==> src/rtl/sobel_pkg.sv <==
// rtl/sobel_pkg.sv - shared types, defaults and width helpers for the Sobel sequencer
// Purpose: state encodings (4-bit), default image geometry and datapath latency,
//          and the counter-width helper used by every file of the block.
// Ports:   none (package).
// Config:  SOBEL_BORDA_EN (border-pixel transmit of 0x00) is consumed by the
//          interface and the top, not here.
package sobel_pkg;

  typedef enum logic [3:0] {
    OCIOSO       = 4'd0,
    ESPERA_RX    = 4'd1,
    ESCREVE      = 4'd2,
    CALCULA      = 4'd3,
    AGUARDA_CALC = 4'd4,
    TRANSMITE    = 4'd5,
    ESPERA_TX    = 4'd6,
    AVANCA       = 4'd7,
    FIM          = 4'd8
  } estado_t;

  localparam int LARGURA_PADRAO  = 64;
  localparam int ALTURA_PADRAO   = 64;
  localparam int LAT_CALC_PADRAO = 2;

  // Bits needed to hold 0..n-1; never narrower than one bit.
  function automatic int largura_contador(input int n);
    return (n > 1) ? $clog2(n) : 1;
  endfunction

endpackage

==> src/rtl/sobel_escalonador_if.sv <==
// rtl/sobel_escalonador_if.sv - handshake bundle between the sequencer, UART and Sobel datapath
// Purpose: groups the UART rx/tx handshakes and the line-buffer / Sobel control strobes.
// Signals: rx_pronto, tx_pronto (to sequencer); rx_enable, tx_enable, tx_partida,
//          lb_escreve, lb_endereco, lb_desloca, sobel_calcula, sobel_fim_imagem,
//          zera_saida (only with SOBEL_BORDA_EN) (from sequencer).
// Modports: master = sequencer side, slave = UART/datapath side.
// Config:  SOBEL_BORDA_EN adds zera_saida.
interface sobel_escalonador_if #(
  parameter int LARGURA = sobel_pkg::LARGURA_PADRAO
);
  import sobel_pkg::*;

  localparam int LW = largura_contador(LARGURA);

  logic          rx_pronto;
  logic          tx_pronto;
  logic          rx_enable;
  logic          tx_enable;
  logic          tx_partida;
  logic          lb_escreve;
  logic [LW-1:0] lb_endereco;
  logic          lb_desloca;
  logic          sobel_calcula;
  logic          sobel_fim_imagem;
`ifdef SOBEL_BORDA_EN
  logic          zera_saida;

  modport master (
    input  rx_pronto, tx_pronto,
    output rx_enable, tx_enable, tx_partida, lb_escreve, lb_endereco,
           lb_desloca, sobel_calcula, sobel_fim_imagem, zera_saida
  );

  modport slave (
    output rx_pronto, tx_pronto,
    input  rx_enable, tx_enable, tx_partida, lb_escreve, lb_endereco,
           lb_desloca, sobel_calcula, sobel_fim_imagem, zera_saida
  );
`else
  modport master (
    input  rx_pronto, tx_pronto,
    output rx_enable, tx_enable, tx_partida, lb_escreve, lb_endereco,
           lb_desloca, sobel_calcula, sobel_fim_imagem
  );

  modport slave (
    output rx_pronto, tx_pronto,
    input  rx_enable, tx_enable, tx_partida, lb_escreve, lb_endereco,
           lb_desloca, sobel_calcula, sobel_fim_imagem
  );
`endif

endinterface

==> src/rtl/sobel_contador_raster.sv <==
// rtl/sobel_contador_raster.sv - raster row/column counter for the Sobel sequencer
// Purpose: tracks the current pixel position in raster order.
// Ports:   clock, reset (sync, active-low), limpa (clear to 0,0), avanca (step one pixel),
//          linha, coluna (position), ultimo_pixel (position is the last pixel of the image).
module sobel_contador_raster
  import sobel_pkg::*;
#(
  parameter int LARGURA = LARGURA_PADRAO,
  parameter int ALTURA  = ALTURA_PADRAO
) (
  input  logic                                  clock,
  input  logic                                  reset,
  input  logic                                  limpa,
  input  logic                                  avanca,
  output logic [largura_contador(ALTURA)-1:0]   linha,
  output logic [largura_contador(LARGURA)-1:0]  coluna,
  output logic                                  ultimo_pixel
);

  localparam int LWL = largura_contador(ALTURA);
  localparam int LWC = largura_contador(LARGURA);
  localparam logic [LWL-1:0] LIN_MAX = LWL'(ALTURA - 1);
  localparam logic [LWC-1:0] COL_MAX = LWC'(LARGURA - 1);

  always_ff @(posedge clock) begin
    if (!reset || limpa) begin
      linha  <= '0;
      coluna <= '0;
    end else if (avanca) begin
      if (coluna == COL_MAX) begin
        coluna <= '0;
        linha  <= linha + 1'b1;
      end else begin
        coluna <= coluna + 1'b1;
      end
    end
  end

  assign ultimo_pixel = (linha == LIN_MAX) && (coluna == COL_MAX);

endmodule

==> src/rtl/sobel_escalonador.sv <==
// rtl/sobel_escalonador.sv - sequencing controller for the Sobel pixel pipeline
// Purpose: takes raster pixel bytes from the UART receiver, drives line-buffer writes
//          and window shifts, fires the Sobel compute once a full 3x3 window exists,
//          and hands each result to the UART transmitter.
// Ports:   clock, reset (sync, active-low), iniciar (start/restart in OCIOSO/FIM),
//          bus (sobel_escalonador_if.master: UART handshakes + datapath strobes),
//          pronto (image done), erro_overrun (sticky dropped-byte flag),
//          db_estado / db_linha / db_coluna (debug view of state and position).
// Config:  SOBEL_BORDA_EN - border pixels also transmit, with zera_saida forcing 0x00.
module sobel_escalonador
  import sobel_pkg::*;
#(
  parameter int LARGURA  = LARGURA_PADRAO,
  parameter int ALTURA   = ALTURA_PADRAO,
  parameter int LAT_CALC = LAT_CALC_PADRAO
) (
  input  logic                                  clock,
  input  logic                                  reset,
  input  logic                                  iniciar,
  sobel_escalonador_if.master                   bus,
  output logic                                  pronto,
  output logic                                  erro_overrun,
  output logic [3:0]                            db_estado,
  output logic [largura_contador(ALTURA)-1:0]   db_linha,
  output logic [largura_contador(LARGURA)-1:0]  db_coluna
);

  localparam int LWL   = largura_contador(ALTURA);
  localparam int LWC   = largura_contador(LARGURA);
  localparam int LAT_W = largura_contador(LAT_CALC);
  localparam logic [LAT_W-1:0] LAT_CARGA = LAT_W'(LAT_CALC - 1);

  estado_t          estado;
  logic [LAT_W-1:0] lat_cnt;
  logic [LWL-1:0]   linha;
  logic [LWC-1:0]   coluna;
  logic             ultimo_pixel;
  logic             janela_cheia;
  logic             limpa;
  logic             avanca;

  // A full 3x3 window exists once two rows and two columns are already buffered.
  assign janela_cheia = (linha >= LWL'(2)) && (coluna >= LWC'(2));

  assign limpa  = ((estado == OCIOSO) || (estado == FIM)) && iniciar;
  // On the last pixel the counters hold so FIM still reports the final position.
  assign avanca = (estado == AVANCA) && !ultimo_pixel;

  sobel_contador_raster #(
    .LARGURA (LARGURA),
    .ALTURA  (ALTURA)
  ) u_contador (
    .clock        (clock),
    .reset        (reset),
    .limpa        (limpa),
    .avanca       (avanca),
    .linha        (linha),
    .coluna       (coluna),
    .ultimo_pixel (ultimo_pixel)
  );

  always_ff @(posedge clock) begin
    if (!reset) begin
      estado       <= OCIOSO;
      lat_cnt      <= '0;
      erro_overrun <= 1'b0;
    end else begin
      // Any byte arriving while not waiting for one is lost; flag it until reset.
      if (bus.rx_pronto && (estado != ESPERA_RX)) begin
        erro_overrun <= 1'b1;
      end
      case (estado)
        OCIOSO, FIM: begin
          if (iniciar) estado <= ESPERA_RX;
        end
        ESPERA_RX: begin
          if (bus.rx_pronto) estado <= ESCREVE;
        end
        ESCREVE: begin
          if (janela_cheia) begin
            estado <= CALCULA;
          end else begin
`ifdef SOBEL_BORDA_EN
            estado <= TRANSMITE;
`else
            estado <= AVANCA;
`endif
          end
        end
        CALCULA: begin
          lat_cnt <= LAT_CARGA;
          estado  <= AGUARDA_CALC;
        end
        AGUARDA_CALC: begin
          if (lat_cnt == '0) estado <= TRANSMITE;
          else               lat_cnt <= lat_cnt - 1'b1;
        end
        TRANSMITE: begin
          // tx_pronto in this cycle belongs to no transfer of ours and is ignored.
          estado <= ESPERA_TX;
        end
        ESPERA_TX: begin
          if (bus.tx_pronto) estado <= AVANCA;
        end
        AVANCA: begin
          estado <= ultimo_pixel ? FIM : ESPERA_RX;
        end
        default: estado <= OCIOSO;
      endcase
    end
  end

  // Outputs are pure decodes of registered state/position; no input reaches them directly.
  assign bus.rx_enable        = (estado == ESPERA_RX);
  assign bus.tx_enable        = (estado == TRANSMITE) || (estado == ESPERA_TX);
  assign bus.tx_partida       = (estado == TRANSMITE);
  assign bus.lb_escreve       = (estado == ESCREVE);
  assign bus.lb_desloca       = (estado == ESCREVE);
  assign bus.lb_endereco      = coluna;
  assign bus.sobel_calcula    = (estado == CALCULA);
  assign bus.sobel_fim_imagem = (estado == FIM);
`ifdef SOBEL_BORDA_EN
  assign bus.zera_saida       = bus.tx_enable && !janela_cheia;
`endif

  assign pronto    = (estado == FIM);
  assign db_estado = estado;
  assign db_linha  = linha;
  assign db_coluna = coluna;

endmodule

==> src/flat_wrapper.sv <==
// flat-port wrapper written by rule: the top's interface ports become plain ports
module sobel_escalonador_flat import sobel_pkg::*;
#(
  parameter int LARGURA  = LARGURA_PADRAO,
  parameter int ALTURA   = ALTURA_PADRAO,
  parameter int LAT_CALC = LAT_CALC_PADRAO
)
  (clock, reset, iniciar, pronto, erro_overrun, db_estado, db_linha, db_coluna, bus_rx_pronto, bus_tx_pronto, bus_rx_enable, bus_tx_enable, bus_tx_partida, bus_lb_escreve, bus_lb_endereco, bus_lb_desloca, bus_sobel_calcula, bus_sobel_fim_imagem);
  sobel_escalonador_if #(.LARGURA(LARGURA)) bus_i ();
  input  logic clock;
  input  logic reset;
  input  logic iniciar;
  output logic pronto;
  output logic erro_overrun;
  output logic [3:0] db_estado;
  output logic [largura_contador(ALTURA)-1:0] db_linha;
  output logic [largura_contador(LARGURA)-1:0] db_coluna;
  input wire logic [$bits(bus_i.rx_pronto)-1:0] bus_rx_pronto;
  input wire logic [$bits(bus_i.tx_pronto)-1:0] bus_tx_pronto;
  output wire logic [$bits(bus_i.rx_enable)-1:0] bus_rx_enable;
  output wire logic [$bits(bus_i.tx_enable)-1:0] bus_tx_enable;
  output wire logic [$bits(bus_i.tx_partida)-1:0] bus_tx_partida;
  output wire logic [$bits(bus_i.lb_escreve)-1:0] bus_lb_escreve;
  output wire logic [$bits(bus_i.lb_endereco)-1:0] bus_lb_endereco;
  output wire logic [$bits(bus_i.lb_desloca)-1:0] bus_lb_desloca;
  output wire logic [$bits(bus_i.sobel_calcula)-1:0] bus_sobel_calcula;
  output wire logic [$bits(bus_i.sobel_fim_imagem)-1:0] bus_sobel_fim_imagem;
  assign bus_i.rx_pronto = bus_rx_pronto;
  assign bus_i.tx_pronto = bus_tx_pronto;
  assign bus_rx_enable = bus_i.rx_enable;
  assign bus_tx_enable = bus_i.tx_enable;
  assign bus_tx_partida = bus_i.tx_partida;
  assign bus_lb_escreve = bus_i.lb_escreve;
  assign bus_lb_endereco = bus_i.lb_endereco;
  assign bus_lb_desloca = bus_i.lb_desloca;
  assign bus_sobel_calcula = bus_i.sobel_calcula;
  assign bus_sobel_fim_imagem = bus_i.sobel_fim_imagem;
  sobel_escalonador #(.LARGURA(LARGURA), .ALTURA(ALTURA), .LAT_CALC(LAT_CALC)) u_core (.clock(clock), .reset(reset), .iniciar(iniciar), .bus(bus_i), .pronto(pronto), .erro_overrun(erro_overrun), .db_estado(db_estado), .db_linha(db_linha), .db_coluna(db_coluna));
endmodule
==> config.mk <==
export PLATFORM = sky130hd
export DESIGN_NAME = sobel_escalonador_flat
export DESIGN_NICKNAME = d
export VERILOG_FILES = /design/src/rtl/sobel_pkg.sv /design/src/rtl/sobel_escalonador_if.sv /design/src/rtl/sobel_contador_raster.sv /design/src/rtl/sobel_escalonador.sv /design/src/flat_wrapper.sv
export SDC_FILE = /design/constraint.sdc
export NUM_CORES = 1
export LEC_CHECK = 0
export BUFFER_PORTS_ARGS = -buffer_cell sky130_fd_sc_hd__clkbuf_2
export CORE_ASPECT_RATIO = 1.2
export CORE_MARGIN = 10
export CORE_UTILIZATION = 56
export CTS_BUF_LIST = sky130_fd_sc_hd__clkbuf_4 sky130_fd_sc_hd__clkbuf_8
export CTS_CLUSTER_DIAMETER = 200
export CTS_CLUSTER_SIZE = 16
export DETAILED_ROUTE_END_ITERATION = 10
export HOLD_SLACK_MARGIN = 0.08
export PLACE_DENSITY = 0.86
export SLEW_MARGIN = 20
export SYNTH_ARGS = -nofsm -noshare
export SYNTH_HDL_FRONTEND = slang
export SYNTH_HIERARCHICAL = 1
export SYNTH_SLANG_ARGS = --single-unit
export TNS_END_PERCENT = 1
==> constraint.sdc <==
create_clock -name clock -period 4.2 [get_ports clock]
set_input_delay 0.63 -clock clock [delete_from_list [all_inputs] [get_ports clock]]
set_output_delay 0.63 -clock clock [all_outputs]
set_load 0.005 [all_outputs]
==> metrics.txt <==
# TYPE chip_impl_metric gauge
chip_impl_info{name="status",value="complete, no violations"} 1
chip_impl_metric{name="async_set_or_reset_flop_fraction_in_the_synthesized_netlist",unit="%"} 0
chip_impl_metric{name="synth_enable_flop_cells",unit=""} 0
chip_impl_metric{name="max_slew_margin",unit="%"} 66.7
chip_impl_metric{name="area.growth.synth_to_final",unit="%"} 12.7
chip_impl_metric{name="grt_overflow_total",unit=""} 0
chip_impl_info{name="tritoncts",value="done"} 1
chip_impl_info{name="post-synth-top-area-cell",value="sky130_fd_sc_hd__dfxtp_1"} 1
chip_impl_metric{name="clk_latency",unit="ps"} 290
chip_impl_metric{name="placementRows",unit=""} 17
chip_impl_metric{name="synthXorXnorAreaFrac",unit="%"} 3.21
chip_impl_metric{name="yosys.area_share.adder",unit="%"} 2.29
chip_impl_metric{name="finalInstanceArea",unit="sq mm"} 0.00123
chip_impl_metric{name="num_antenna_cells",unit=""} 0
chip_impl_info{name="timing.critical_path.to_type",value="register"} 1
chip_impl_metric{name="post_cts.repair.setup_buffers",unit=""} 0
chip_impl_metric{name="clock_sink_total",unit=""} 18
chip_impl_metric{name="die_y",unit="microns"} 68.4
chip_impl_metric{name="buffer_ports.inserted",unit=""} 35
chip_impl_metric{name="preCtsSetupSlack",unit="ps"} 1880
chip_impl_metric{name="boundaryPins",unit=""} 36
chip_impl_metric{name="detail_route.drc_violations",unit=""} 0
chip_impl_metric{name="fillerInstances",unit=""} 173
chip_impl_metric{name="totalNegativeSetupSlack",unit="ps"} 0
chip_impl_metric{name="drive_above_1_share",unit="%"} 26.4
chip_impl_metric{name="grt_start_max_net_pins",unit=""} 14
chip_impl_metric{name="wl_final",unit="mm"} 2.79
chip_impl_metric{name="grt_usage",unit="%"} 14.2
chip_impl_metric{name="initial_utilization",unit="%"} 59.0
chip_impl_metric{name="via_count",unit=""} 1061
chip_impl_metric{name="global_route_wire_length_before_repair",unit="mm"} 4.62
chip_impl_metric{name="antenna_found_initial",unit=""} 0
chip_impl_metric{name="power_density",unit="mW/mm^2"} 315
chip_impl_info{name="synth_common_cells",value="18 x sky130_fd_sc_hd__dfxtp_1, 9 x sky130_fd_sc_hd__a21oi_1, 9 x sky130_fd_sc_hd__nand2_1, 9 x sky130_fd_sc_hd__nand2b_1, 9 x sky130_fd_sc_hd__nor2_1"} 1
chip_impl_info{name="synthMostInstantiatedCell",value="sky130_fd_sc_hd__dfxtp_1"} 1
chip_impl_metric{name="worst_path_maximum_fanout",unit=""} 13
chip_impl_metric{name="routed_via_density",unit=""} 5.96
chip_impl_info{name="synthTopCellsByArea",value="sky130_fd_sc_hd__dfxtp_1 33%, sky130_fd_sc_hd__buf_4 5.5%, sky130_fd_sc_hd__nand2b_1 5.2%"} 1
chip_impl_metric{name="synth_area_in_simple_gates",unit="%"} 32.2
chip_impl_metric{name="drtAntennaViolNets",unit=""} 0
chip_impl_metric{name="ys_seq_area_share",unit="%"} 33.0
chip_impl_info{name="critical_path_class",value="register to register"} 1
chip_impl_metric{name="ff_latch_area",unit="sq um"} 360
chip_impl_metric{name="wl_per_cell",unit="microns"} 15.7
chip_impl_metric{name="max-clock-path-buffers",unit=""} 2
chip_impl_metric{name="synth.net_count",unit=""} 140
chip_impl_metric{name="drt_iter0_markers",unit=""} 42
chip_impl_metric{name="post_dp_cell_area",unit="sq mm"} 0.00119
chip_impl_metric{name="yosysWarnings",unit=""} 6
chip_impl_metric{name="design.die.area",unit="sq mm"} 0.00412
chip_impl_metric{name="grt_pass1_vias",unit=""} 1029
chip_impl_metric{name="timing.final.crit_share",unit="%"} 56.5
chip_impl_info{name="worstSetupStartpointType",value="register"} 1
chip_impl_info{name="root_buffer",value="sky130_fd_sc_hd__clkbuf_4"} 1
chip_impl_metric{name="leakage",unit="nW"} 0.533
chip_impl_metric{name="cell_internal_pwr",unit="uW"} 271
chip_impl_metric{name="finalHoldViolations",unit=""} 0
chip_impl_metric{name="nNetsFinal",unit=""} 167
chip_impl_metric{name="holdBufCountCts",unit=""} 0
chip_impl_metric{name="maxSlewViolCount",unit=""} 0
chip_impl_metric{name="cts_max_level",unit=""} 1
chip_impl_metric{name="gp_congestion",unit=""} 0.831
chip_impl_metric{name="final_critical_path_setup_slack",unit="ps"} 1830
chip_impl_metric{name="achievable-frequency",unit="MHz"} 422
chip_impl_metric{name="worstMarginPinSlew",unit="ps"} 497
chip_impl_metric{name="synth_top_cell_area_share",unit="%"} 33.0
chip_impl_metric{name="final_core_density",unit="%"} 66.5
chip_impl_info{name="hold_path_class",value="register to register"} 1
chip_impl_metric{name="timing.final.crit_period",unit="ps"} 2370
chip_impl_metric{name="post_synth_num_cell_types",unit=""} 41
chip_impl_metric{name="cts_repair_resize_count",unit=""} 0
chip_impl_metric{name="multiInputGateArea",unit="sq um"} 621
chip_impl_metric{name="clock_power_share",unit="%"} 27.1
chip_impl_metric{name="drt-pass1-iter-count",unit=""} 4
chip_impl_metric{name="floorplan.die.width",unit="microns"} 60.3
chip_impl_info{name="ys_dominant_reg_cell",value="sky130_fd_sc_hd__dfxtp_1"} 1
chip_impl_metric{name="max_cap_violations",unit=""} 0
chip_impl_metric{name="cts.clk_slew.worst_paths",unit="ps"} 100
chip_impl_metric{name="finalClockSkew",unit="ps"} 4.33
chip_impl_info{name="grt_setup_unrepaired",value="no"} 1
chip_impl_metric{name="core_region_area",unit="sq mm"} 0.00185
chip_impl_metric{name="cp_data_required_time",unit="ps"} 4430
chip_impl_metric{name="vdd_drop_max",unit="mV"} 0.197
chip_impl_metric{name="mappedNetlistArea",unit="sq mm"} 0.00109
chip_impl_metric{name="netlist_instances",unit=""} 133
chip_impl_metric{name="syn_area_per_cell",unit="sq um"} 8.21
chip_impl_metric{name="setup_viol",unit=""} 0
chip_impl_metric{name="yosys-mux-area-fraction",unit="%"} 1.83
chip_impl_metric{name="dp.final_hpwl",unit="mm"} 2.18
chip_impl_metric{name="compound_cell_area_share_of_the_yosys_netlist",unit="%"} 17.3
chip_impl_metric{name="synth_seq_cells",unit=""} 18
chip_impl_metric{name="seq_power_share",unit="%"} 51.4
chip_impl_metric{name="power.net_switching",unit="uW"} 117
chip_impl_metric{name="tritoncts_buffer_count",unit=""} 3
chip_impl_metric{name="timing.critical_path.arrival",unit="ps"} 2600
chip_impl_info{name="largest_family_of_logic_cells_by_synthesized_area",value="simple AND/OR/NAND/NOR gates"} 1
chip_impl_metric{name="sw_frac_of_total",unit="%"} 30.2
chip_impl_metric{name="share_of_total_power_in_combinational_logic",unit="%"} 21.5
[kinds of logic (layout without fill, tap and decap cells)]
| logic type | Yosys count | count (layout) |
|---|---|---|
| and+or+nand+nor | 60 | 60 |
| adders and majority gates | 2 | 2 |
| xor gates and xnor gates | 4 | 4 |
| muxes | 2 | 2 |
| DFF | 18 | 18 |
| buffers and inverters | 17 | 43 |
| AOI/OAI and AO/OA | 30 | 30 |
[metrics by stage]
step	instances	power [mW]	hold WS (ps)
final	178	0.388	471
after CTS	178	0.391	478
after global routing	178	0.414	501
after floorplan	133	0.264	463
after global placement	174	0.282	450
after detailed placement	174	0.287	454
[path summary, 6_finish.rpt]
path,from,to,slack (ps),depth (start not counted)
max,u_core/db_estado[1],u_core/u_contador/linha[3],1830,6
min,u_core/erro_overrun,u_core/erro_overrun,470,1
max reg2reg,u_core/db_estado[1],u_core/u_contador/linha[3],1830,6
min reg2reg,u_core/erro_overrun,u_core/erro_overrun,470,1
[critical path: stages (launching register included)]
cell and delay (ps):
sky130_fd_sc_hd__dfxtp_1 580, sky130_fd_sc_hd__nand2b_1 170, sky130_fd_sc_hd__or2_1 260, sky130_fd_sc_hd__nor2_1 400, sky130_fd_sc_hd__nand4_4 230, sky130_fd_sc_hd__or4_1 520
sky130_fd_sc_hd__a21oi_1 160
[placed cells by master, fill, tap and decap left out]
cell and n:
sky130_fd_sc_hd__a211oi_1 1, sky130_fd_sc_hd__a21boi_1 1, sky130_fd_sc_hd__a21oi_1 9, sky130_fd_sc_hd__a22o_1 1, sky130_fd_sc_hd__a31oi_1 1, sky130_fd_sc_hd__a41o_1 1, sky130_fd_sc_hd__and2_1 4, sky130_fd_sc_hd__and3_1 1
sky130_fd_sc_hd__and4_1 2, sky130_fd_sc_hd__clkbuf_2 35, sky130_fd_sc_hd__clkbuf_4 3, sky130_fd_sc_hd__clkbuf_8 1, sky130_fd_sc_hd__dfxtp_1 18, sky130_fd_sc_hd__ha_1 2, sky130_fd_sc_hd__inv_1 3, sky130_fd_sc_hd__inv_2 1
sky130_fd_sc_hd__mux2i_1 2, sky130_fd_sc_hd__nand2_1 9, sky130_fd_sc_hd__nand2b_1 9, sky130_fd_sc_hd__nand3_1 3, sky130_fd_sc_hd__nand3b_1 1, sky130_fd_sc_hd__nand4_1 3, sky130_fd_sc_hd__nand4_4 1, sky130_fd_sc_hd__nor2_1 9
sky130_fd_sc_hd__nor2b_1 2, sky130_fd_sc_hd__nor3_1 6, sky130_fd_sc_hd__nor3_2 1, sky130_fd_sc_hd__o21a_1 2, sky130_fd_sc_hd__o21ai_0 6, sky130_fd_sc_hd__o21ai_1 1, sky130_fd_sc_hd__o22ai_1 2, sky130_fd_sc_hd__o31ai_1 3
sky130_fd_sc_hd__o32a_1 1, sky130_fd_sc_hd__o32ai_1 1, sky130_fd_sc_hd__or2_1 1, sky130_fd_sc_hd__or2b_1 1, sky130_fd_sc_hd__or3_1 2, sky130_fd_sc_hd__or4_1 5, sky130_fd_sc_hd__xnor2_1 2, sky130_fd_sc_hd__xor2_1 2
[sequential cells by signal, indices dropped and copies added (netlist names)]
register                  count
u_core/lat_cnt                1
u_core/u_contador/linha       6
u_core/erro_overrun           1
u_core/db_estado              4
u_core/u_contador/coluna      6
[metal layers]
| metal | GRT usage (%) | wire (microns) | vias to the layer above |
|---|---|---|---|
| met5 | 0 | 0 | - |
| met2 | 25.0 | 1370 | 32 |
| met4 | 7.58 | 55 | 0 |
| met1 | 15.2 | 1120 | 498 |
| li1 | - | - | 525 |
| met3 | 3.52 | 240 | 6 |
[power by group through the flow]
stage | clock network [mW] | registers, mW | logic, mW
after floorplan | 0 | 0.190 | 0.0741
after global placement | 0 | 0.202 | 0.0806
after detailed placement | 0 | 0.203 | 0.0839
after CTS | 0.108 | 0.200 | 0.0844
after global routing | 0.116 | 0.202 | 0.0955
final | 0.105 | 0.200 | 0.0835
[final cells by class]
type	count	share of cell area, %
multi-input combinational	98	50.4
sequential	18	29.3
timing repair buffer	35	14.2
clock buffer	4	2.95
tap	19	1.93
inverter	4	1.22
Power figures use the tool's default switching activity.
